===== src/rtl/fir4_input_packer_if.sv =====
// ----------------------------------------------------------------------------
// fir4_input_packer_if
// Bundles the serial sample stream, the flush handshake and the 4-lane block
// output of the 4-parallel FIR input packer.
//   master : the packer side. It takes in samples, flush and blk_ready, and
//            drives s_ready, flush_ack and the block outputs.
//   slave  : the environment side. It drives samples and flush, and consumes
//            blocks.
// Signals:
//   s_data/s_valid/s_ready    serial signed sample stream (valid/ready)
//   flush/flush_ack           level request / one-cycle acknowledge
//   x4k..x4k_3                block lanes (x4k is the oldest sample)
//   blk_valid/blk_ready       block handshake
//   blk_fill                  number of real lanes in the block (1..4)
//   blk_cnt                   emitted-block counter (wraps)
// ----------------------------------------------------------------------------
interface fir4_input_packer_if #(
    parameter int DW = 16,
    parameter int CW = 16
);
    logic signed [DW-1:0] s_data;
    logic                 s_valid;
    logic                 s_ready;
    logic                 flush;
    logic                 flush_ack;
    logic signed [DW-1:0] x4k;
    logic signed [DW-1:0] x4k_1;
    logic signed [DW-1:0] x4k_2;
    logic signed [DW-1:0] x4k_3;
    logic                 blk_valid;
    logic                 blk_ready;
    logic [2:0]           blk_fill;
    logic [CW-1:0]        blk_cnt;

    modport master (
        input  s_data, s_valid, flush, blk_ready,
        output s_ready, flush_ack, x4k, x4k_1, x4k_2, x4k_3,
               blk_valid, blk_fill, blk_cnt
    );

    modport slave (
        output s_data, s_valid, flush, blk_ready,
        input  s_ready, flush_ack, x4k, x4k_1, x4k_2, x4k_3,
               blk_valid, blk_fill, blk_cnt
    );
endinterface


===== src/rtl/fir4_input_packer.sv =====
// ----------------------------------------------------------------------------
// fir4_input_packer
// Packs a serial signed sample stream into blocks of four consecutive samples
// for a 4-parallel FIR. The block is double-buffered: a0..a2 hold the block
// being assembled while the output registers hold the previous block.
// A flush closes a partial block and zero-pads the lanes that were not filled.
// Ports:
//   clk    system clock, rising edge
//   rst_n  asynchronous reset, ACTIVE-HIGH despite its name (reset while 1)
//   bus    fir4_input_packer_if.master carrying the sample stream, the flush
//          handshake and the block outputs
// ----------------------------------------------------------------------------
module fir4_input_packer #(
    parameter int DW = 16,
    parameter int CW = 16
) (
    input  logic                   clk,
    input  logic                   rst_n,
    fir4_input_packer_if.master    bus
);
    // The state is the number of samples already held in a0..a2.
    typedef enum logic [1:0] {FILL0, FILL1, FILL2, FILL3} fill_state_e;

    fill_state_e          state, state_nxt;
    logic signed [DW-1:0] a      [3];
    logic signed [DW-1:0] a_nxt  [3];
    logic signed [DW-1:0] lane     [4];
    logic signed [DW-1:0] lane_nxt [4];
    logic signed [DW-1:0] merged   [4];
    logic                 valid_q, valid_nxt;
    logic [2:0]           fill_q, fill_nxt;
    logic [CW-1:0]        cnt_q, cnt_nxt;
    logic                 ack_q, ack_nxt;

    logic                 slot_free;
    logic                 accept;
    logic                 full_load;
    logic                 flush_load;
    logic [2:0]           cnt_post;

    // s_ready depends combinationally on blk_ready. It stalls only when the
    // fourth sample would need an output slot that is still occupied.
    assign slot_free   = !valid_q || bus.blk_ready;
    assign bus.s_ready = !(state == FILL3 && !slot_free);
    assign accept      = bus.s_valid && bus.s_ready;

    always_comb begin
        // NOTE: every variable gets a default first, so no path leaves one
        // unassigned and no latch is inferred.
        state_nxt = state;
        a_nxt     = a;
        lane_nxt  = lane;
        valid_nxt = valid_q;
        fill_nxt  = fill_q;
        cnt_nxt   = cnt_q;
        ack_nxt   = 1'b0;

        // Number of samples held after this cycle's accept (4 = full block).
        cnt_post   = {1'b0, state} + {2'b0, accept};
        full_load  = accept && (state == FILL3);
        flush_load = bus.flush && !full_load && (cnt_post != 3'd0) && slot_free;

        // Post-accept view of the block: held samples, then the incoming
        // sample, then zero padding.
        merged[0] = (state != FILL0) ? a[0] : (accept ? bus.s_data : '0);
        merged[1] = (state == FILL2 || state == FILL3) ? a[1] :
                    ((state == FILL1 && accept) ? bus.s_data : '0);
        merged[2] = (state == FILL3) ? a[2] :
                    ((state == FILL2 && accept) ? bus.s_data : '0);
        merged[3] = (state == FILL3 && accept) ? bus.s_data : '0;

        if (accept && !full_load) begin
            case (state)
                FILL0:   a_nxt[0] = bus.s_data;
                FILL1:   a_nxt[1] = bus.s_data;
                default: a_nxt[2] = bus.s_data;
            endcase
            state_nxt = fill_state_e'(state + 2'd1);
        end

        if (full_load || flush_load) begin
            // A new load takes priority over a consume, so back-to-back
            // blocks leave blk_valid high with no bubble.
            lane_nxt  = merged;
            fill_nxt  = full_load ? 3'd4 : cnt_post;
            valid_nxt = 1'b1;
            cnt_nxt   = cnt_q + CW'(1);
            state_nxt = FILL0;
        end else if (valid_q && bus.blk_ready) begin
            valid_nxt = 1'b0;
        end

        // A flush with nothing to close is acknowledged at once. A flush
        // with data waits for a free output slot.
        ack_nxt = bus.flush && (full_load || flush_load || cnt_post == 3'd0);
    end

    always_ff @(posedge clk or posedge rst_n) begin
        if (rst_n) begin
            state   <= FILL0;
            // NOTE: the assembly registers are reset as well, so a partial
            // block is discarded and the zero-padded lanes never carry stale
            // data from before reset.
            for (int i = 0; i < 3; i++) a[i] <= '0;
            for (int i = 0; i < 4; i++) lane[i] <= '0;
            valid_q <= 1'b0;
            fill_q  <= 3'd0;
            cnt_q   <= '0;
            ack_q   <= 1'b0;
        end else begin
            // NOTE: state is updated with non-blocking assignments only.
            // Every register then samples its pre-edge value.
            state   <= state_nxt;
            a       <= a_nxt;
            lane    <= lane_nxt;
            valid_q <= valid_nxt;
            fill_q  <= fill_nxt;
            cnt_q   <= cnt_nxt;
            ack_q   <= ack_nxt;
        end
    end

    assign bus.x4k       = lane[0];
    assign bus.x4k_1     = lane[1];
    assign bus.x4k_2     = lane[2];
    assign bus.x4k_3     = lane[3];
    assign bus.blk_valid = valid_q;
    assign bus.blk_fill  = fill_q;
    assign bus.blk_cnt   = cnt_q;
    assign bus.flush_ack = ack_q;
endmodule

===== src/flat_wrapper.sv =====
// flat-port wrapper written by rule: the top's interface ports become plain ports
module fir4_input_packer_flat 
#(
    parameter int DW = 16,
    parameter int CW = 16
)
  (clk, rst_n, bus_s_data, bus_s_valid, bus_flush, bus_blk_ready, bus_s_ready, bus_flush_ack, bus_x4k, bus_x4k_1, bus_x4k_2, bus_x4k_3, bus_blk_valid, bus_blk_fill, bus_blk_cnt);
  fir4_input_packer_if #(.DW(DW), .CW(CW)) bus_i ();
  input  logic clk;
  input  logic rst_n;
  input wire logic [$bits(bus_i.s_data)-1:0] bus_s_data;
  input wire logic [$bits(bus_i.s_valid)-1:0] bus_s_valid;
  input wire logic [$bits(bus_i.flush)-1:0] bus_flush;
  input wire logic [$bits(bus_i.blk_ready)-1:0] bus_blk_ready;
  output wire logic [$bits(bus_i.s_ready)-1:0] bus_s_ready;
  output wire logic [$bits(bus_i.flush_ack)-1:0] bus_flush_ack;
  output wire logic [$bits(bus_i.x4k)-1:0] bus_x4k;
  output wire logic [$bits(bus_i.x4k_1)-1:0] bus_x4k_1;
  output wire logic [$bits(bus_i.x4k_2)-1:0] bus_x4k_2;
  output wire logic [$bits(bus_i.x4k_3)-1:0] bus_x4k_3;
  output wire logic [$bits(bus_i.blk_valid)-1:0] bus_blk_valid;
  output wire logic [$bits(bus_i.blk_fill)-1:0] bus_blk_fill;
  output wire logic [$bits(bus_i.blk_cnt)-1:0] bus_blk_cnt;
  assign bus_i.s_data = bus_s_data;
  assign bus_i.s_valid = bus_s_valid;
  assign bus_i.flush = bus_flush;
  assign bus_i.blk_ready = bus_blk_ready;
  assign bus_s_ready = bus_i.s_ready;
  assign bus_flush_ack = bus_i.flush_ack;
  assign bus_x4k = bus_i.x4k;
  assign bus_x4k_1 = bus_i.x4k_1;
  assign bus_x4k_2 = bus_i.x4k_2;
  assign bus_x4k_3 = bus_i.x4k_3;
  assign bus_blk_valid = bus_i.blk_valid;
  assign bus_blk_fill = bus_i.blk_fill;
  assign bus_blk_cnt = bus_i.blk_cnt;
  fir4_input_packer #(.DW(DW), .CW(CW)) u_core (.clk(clk), .rst_n(rst_n), .bus(bus_i));
endmodule

===== config.mk =====
export PLATFORM = sky130hd
export DESIGN_NAME = fir4_input_packer_flat
export DESIGN_NICKNAME = d
export VERILOG_FILES = /design/src/rtl/fir4_input_packer_if.sv /design/src/rtl/fir4_input_packer.sv /design/src/flat_wrapper.sv
export SDC_FILE = /design/constraint.sdc
export NUM_CORES = 1
export LEC_CHECK = 0
export CORE_MARGIN = 4
export CORE_UTILIZATION = 51
export DETAILED_ROUTE_END_ITERATION = 10
export PLACE_DENSITY_LB_ADDON = 0.05
export RECOVER_POWER = 25
export SETUP_SLACK_MARGIN = 0.05
export SYNTH_ARGS = -nofsm -noshare
export SYNTH_HDL_FRONTEND = slang
export SYNTH_SLANG_ARGS = --single-unit

===== constraint.sdc =====
create_clock -name clk -period 4.5 [get_ports clk]
set_input_delay 0.45 -clock clk [delete_from_list [all_inputs] [get_ports clk]]
set_output_delay 0.45 -clock clk [all_outputs]
set_load 0.01 [all_outputs]

==> results of run 1 <==
power breakdown:
part           total (mW)  leakage [nW]  internal (mW)  switching (mW)
Clock                1.42         0.297          0.930           0.488
Combinational        2.13          1.25           1.07            1.05
Sequential           2.04          1.72           1.72           0.317
cells by family (layout without fill, tap and decap cells):
group / Yosys count / count (layout) / share of synthesized area (%)
AND/OR/NAND/NOR: 159 / 159 / 14.3
flip-flops: 135 / 135 / 56.1
AO/OA/AOI/OAI: 114 / 114 / 12.3
multiplexers: 49 / 49 / 9.23
buffers and inverters: 44 / 148 / 4.20
XOR/XNOR: 16 / 16 / 2.33
adder cells (fa/ha/maj): 7 / 7 / 1.46
state kept, by name (all words and copies together), names as in the netlist, 2 cells and up:
register,count
u_core.bus.x4k_3,16
u_core.state,2
u_core.bus.x4k,16
u_core.bus.blk_fill,3
u_core.bus.x4k_1,16
u_core.bus.x4k_2,16
u_core.a,48
u_core.bus.blk_cnt,16
final cells by class:
cell class / instances / area (sq um) / area share (%)
Inverter: 4 / 18.8 / 0.244
Timing Repair Buffer: 112 / 1120 / 14.5
Clock buffer: 25 / 495 / 6.44
Clock inverter: 7 / 116 / 1.51
Sequential cell: 135 / 3380 / 43.9
Tap cell: 143 / 179 / 2.33
Multi-Input combinational cell: 345 / 2390 / 31.0
how the worst max path moves through the flow:
stage | to | slack, ns | depth (start not counted)
finish | u_core.bus.x4k[4] | 0.98 | 12
global route | u_core.bus.x4k[2] | 0.71 | 12
CTS | u_core.bus.x4k[6] | 0.99 | 12
detailed placement | u_core.bus.x4k[6] | 0.92 | 10
global placement | u_core.bus.x4k[2] | 1.03 | 10
floorplan | u_core.a[0] | 0.44 | 1
cell usage in the layout, fill, tap and decap left out, drive strengths merged, types with 2 or more instances in the layout:
cell,netlist,layout
a21oi,21,21
nand4,6,6
a2111oi,2,2
clkbuf,12,25
o211ai,3,3
o2111ai,2,2
xor2,7,7
clkdlybuf4s50,0,105
buf,28,6
nor2,4,4
xnor2,9,9
dfrtp,135,135
a211oi,3,3
or2,2,2
o21ai,50,50
clkinv,0,3
nor2b,16,16
nand3,71,71
inv,4,3
and3,4,4
nand2,45,45
mux2,49,49
a22oi,32,32
ha,7,7
clkinvlp,0,2
nand3b,4,4
bufinv,0,3
through the flow:
stage	power, mW	utilization [%]	area, sq um	instances	setup slack (ns)
2_1_floorplan	3.35	-	6020	524	0.439
3_3_place_gp	4.13	61.8	7080	739	1.03
3_5_place_dp	4.18	61.8	7080	739	0.923
4_1_cts	5.62	67.1	7690	771	0.986
5_1_grt	5.94	67.1	7690	771	0.711
6_report	5.58	67.1	7690	771	0.985
per-layer routing:
layer	global-route usage, %	part of all wire [%]
met5	0	0
met4	6.57	1.2
met3	5.60	4.7
met2	35.1	50
met1	30.4	44
critical path, stage by stage, from the launching register on:
cell and delay [ns]:
dfrtp_1 0.42, ha_1 0.17, buf_4 0.29, nand3b_1 0.16, nand2_1 0.15, inv_1 0.06
ha_1 0.18, ha_1 0.30, or3_4 0.41, and3_4 0.25, nor2_4 0.52, buf_4 0.33
o21ai_0 0.13
==> metrics.txt, run 1 <==
Setup crit start u_core.state[1]; period utilization a little under 80%; min-delay src u_core.bus.blk_cnt[15]; layout cells sized above 1 about 16%; row count 39; Setup crit end kind flip-flop; # setup viols final 0; ant diodes 0; status complete, but fails checks; reg2reg end u_core.bus.x4k[4]; Post-DP HPWL about 9300 microns; RSZ-0062 raised after global routing false; VDD IR max around 0.0006 V; post-synthesis register bit count approximately 140; Top FF cell, synth dfrtp_1; Max clock buf depth 2; routed vias between 4000 and 5000; hold endpoint u_core.bus.blk_cnt[15]; Via density 5.78; Resized Gates After CTS 0; vias in the first global route roughly 4500; # port buffers approximately 110; TritonCTS clock tree yes; worst hold path class flip-flop to flip-flop; WHS between 0.4 and 0.5 ns; gr ovfl total 0; fill cell count between 800 and 900; pwr dens about 730 nW/um^2; ys async rst share 100%; Syn Nets approximately 550; synth unique cells 43; CP max FO 28; io pins 107; Slew Limit Fails 107; CORE AREA 11500 sq um; Synth area leaders dfrtp_1, mux2_2, nand3_1; final WL ~14000 microns; r2r setup slk approximately 1 ns; most instantiated cells after synthesis dfrtp_1, nand3_1, mux2_2, nand2_1, o21ai_0; Slew @ Worst Pin 2.25 ns; Rel. slew slack -49.9%; Hold Buf Count CTS 0; most common cell in the netlist dfrtp_1; final hold violations 0; Post-CTS Repair Setup Buffers 0; failing checks capacitance limit, slew limit; DRC Markers 0; first-pass GRT wire length 23500 microns; TNS Setup 0 ns; number of synthesized flops with an enable pin 0; CTS sink cnt ~140; min Tclk post-route 3.52 ns; die area ~14000 sq um; pin count of the biggest net entering global routing 107; Global Route Usage Sum ~22%; DIE HEIGHT 117 microns; Final nets between 600 and 700; share of the synthesized area in the top cell type a little under three fifths; synthesis-to-finish area growth 27.8%; area leader, netlist dfrtp_1; Pleak roughly 3.3 nW; R2R cell count 12; Max Cap Viol 1; Mapped Avg Cell Area approximately 11 sq um; synthesized area around 6000 sq um; Worst EP arrival 3.79 ns; hold path depth 1; ANT nets after route 0; part of the Yosys area used for sequential elements around 56%; clock slew at reported path FFs 0.05 ns; chip width around 120 microns; cells after synthesis 524; H-tree Lvls 4; initial antenna violation count 0; Syn. warnings 0; clk_skew between 0.007 and 0.008 ns; WL/cell about 18 microns; root buffer cell clkbuf_16; startpoint class of the critical path flip-flop; worst endpoint required time 4.77 ns; worst skew pair latency ~0.41 ns; DR iter-0 viols around 520; kind of critical path flip-flop to flip-flop; CTS Buf Count 17; DRT Pass-1 Iters 5; RePlAce Congestion approximately 0.8; Peak Freq ~280 MHz; r2r startpoint u_core.state[1]; Initial Util 52.5%
Power figures use the tool's default switching activity.
==> run 2, diff against run 1 <==
==> constraint.sdc (replaced) <==
create_clock -name clk -period 3.45 [get_ports clk]
set_input_delay 0.345 -clock clk [delete_from_list [all_inputs] [get_ports clk]]
set_output_delay 0.345 -clock clk [all_outputs]
set_load 0.01 [all_outputs]
==> run 2 against run 1 <==
Against the previous run: the flow still finishes with violations (capacitance limit, slew limit); maximum frequency rose by 22%; setup slack got worse by 0.42 ns; worst hold slack got worse by 0.013 ns; design area rose by 0.39%; final cell count rose by 0.52%; register-to-register slack got worse by 0.42 ns; sequential share of layout area fell by 0.17 points; sequential power rose by 30%; utilization rose by 0.26 points; critical path depth fell by 1; clock power rose by 32%; largest cell class unchanged.
==> metrics.txt, run 2 (synthesized netlist as in run 1, its figures left out) <==
status complete, but fails checks; failing checks capacitance limit, slew limit; ANT nets after route 0 (unchanged); met3 usage 4.66% (-0.93 points); layout cells sized above 1 16.9% (+0.85 points); clk_skew 0.00670 ns (-0.000918 ns); RePlAce Congestion 0.807 (about the same); met1 Use GR 30.0% (-0.44 points); non-filler cells, final 775 (+0.52%); Hold Buf Count CTS 0 (unchanged); routing usage on met2 38.7% (+3.6 points); # port buffers 106 (unchanged); Final nets 647 (+0.62%); VDD IR max 0.000740 V (+25%); kind of critical path flip-flop to flip-flop; Via density 5.77 (-0.25%); TritonCTS clock tree yes; initial antenna violation count 0 (unchanged); # setup viols final 0 (unchanged); root buffer cell clkbuf_16; die area 13600 sq um (unchanged); fill cell count 924 (+5.4%); worst skew pair latency 0.42 ns (about the same); Rel. slew slack -22.9% (+27 points); r2r setup slk 0.57 ns (-0.42 ns); row count 39 (unchanged); max FFs per register 48 (unchanged); Sequential Area 3380 sq um (unchanged); final WL 14700 microns (+3.1%); WHS 0.470 ns (-0.0132 ns); gr ovfl total 0 (unchanged); Resized Gates After CTS 0 (unchanged); Post-CTS Repair Setup Buffers 0 (unchanged); first-pass GRT wire length 24100 microns (+2.4%); DR iter-0 viols 311 (-40%); DRC Markers 0 (unchanged); CTS Buf Count 17 (unchanged); period utilization 83.6% (+5.5 points); chip width 117 microns (unchanged); min Tclk post-route 2.88 ns (-0.631 ns); commonest non-fill, non-tap cells in the layout dfrtp_1, clkdlybuf4s50_1, nand3_1, mux2_2, nand2_1; pwr dens 949 nW/um^2 (+31%); DIE HEIGHT 117 microns (unchanged); io pins 107 (unchanged); worst endpoint required time 3.72 ns (-1.05 ns); Max clock buf depth 2 (unchanged); Post-DP HPWL 9670 microns (+4.1%); ant diodes 0 (unchanged); H-tree Lvls 4 (unchanged); startpoint class of the critical path flip-flop; routed vias 4471 (+0.27%); RSZ-0062 raised after global routing false; worst hold path class flip-flop to flip-flop; WL/cell 18.9 microns (+2.6%); final hold violations 0 (unchanged); vias in the first global route 4614 (+2.7%); area of the multi-input gates 2390 sq um (unchanged); Initial Util 52.5% (unchanged); CP max FO 37 (+32%); Inst Count DP 743 (+0.54%); Worst EP arrival 3.16 ns (-0.63 ns); CORE AREA 11500 sq um (unchanged); Top reg by flops u_core.a; most used routing layer met2; CTS sink cnt 135 (unchanged); Global Route Usage Sum 23.0% (+0.85 points); DRT Pass-1 Iters 5 (unchanged); Pleak 3.29 nW (+0.80%); Slew @ Worst Pin 1.83 ns (-0.415 ns); Peak Freq 347 MHz (+22%); Slew Limit Fails 41 (-62%); pin count of the biggest net entering global routing 68 (-36%); Max Cap Viol 1 (unchanged); TNS Setup 0 ns (unchanged); Setup crit end kind flip-flop; clock slew at reported path FFs 0.05 ns (about the same); commonest non-fill, non-tap cell in the layout dfrtp_1; synthesis-to-finish area growth 28.3%
run 2: path summary, 6_finish.rpt:
path / from / endpoint / depth (start not counted)
setup / recovery: u_core.state[1] / u_core.bus.x4k_2[3] / 11
hold / removal: u_core.bus.blk_cnt[15] / u_core.bus.blk_cnt[15] / 1
setup reg to reg: u_core.state[1] / u_core.bus.x4k_2[3] / 11
hold reg to reg: u_core.bus.blk_cnt[15] / u_core.bus.blk_cnt[15] / 1
max in group asynchronous: rst_n / u_core.bus.x4k_2[14] / 3
min in group asynchronous: rst_n / u_core.bus.x4k_3[3] / 2
run 2: metrics by stage:
step | power, mW | worst slack (ns) | util (%) | cell area [sq um]
6_report | 7.33 | 0.566 | 67.4 | 7720
5_1_grt | 7.79 | 0.180 | 67.4 | 7720
4_1_cts | 7.39 | 0.563 | 67.6 | 7760
3_5_place_dp | 5.50 | 0.364 | 62.2 | 7140
3_3_place_gp | 5.39 | 0.487 | 62.2 | 7140
2_1_floorplan | 4.37 | 0.790 | - | 6020
run 2: layout make-up:
class / instances / area share [%]
flip-flops and latches: 135 / 43.7
clock inverters: 8 / 1.52
well taps: 143 / 2.32
multi-input cells: 345 / 30.9
repair buffers: 116 / 14.8
inverters: 4 / 0.211
clock buffers: 24 / 6.50
run 2: metal layers:
metal / vias to the layer above / wire length, microns / share of wire (%)
li1: 2064 / - / -
met1: 2274 / 6210 / 42
met2: 116 / 7630 / 52
met3: 17 / 644 / 4.4
met4: 0 / 206 / 1.4
met5: - / 0 / 0
run 2: critical path: stages (launching register included):
cell      delay, ns
dfrtp_1        0.43
ha_1           0.21
nand3b_1       0.14
nand2_1        0.16
inv_1          0.06
ha_1           0.18
ha_1           0.29
or3_4          0.40
and3_4         0.26
nor2_4         0.09
buf_4          0.34
o21ai_0        0.17
run 2: where the power goes:
| group | switching (mW) | leakage (nW) | internal, mW |
|---|---|---|---|
| logic | 1.38 | 1.27 | 1.41 |
| clock network | 0.647 | 0.306 | 1.23 |
| registers | 0.417 | 1.72 | 2.24 |
| total | 2.45 | 3.29 | 4.88 |
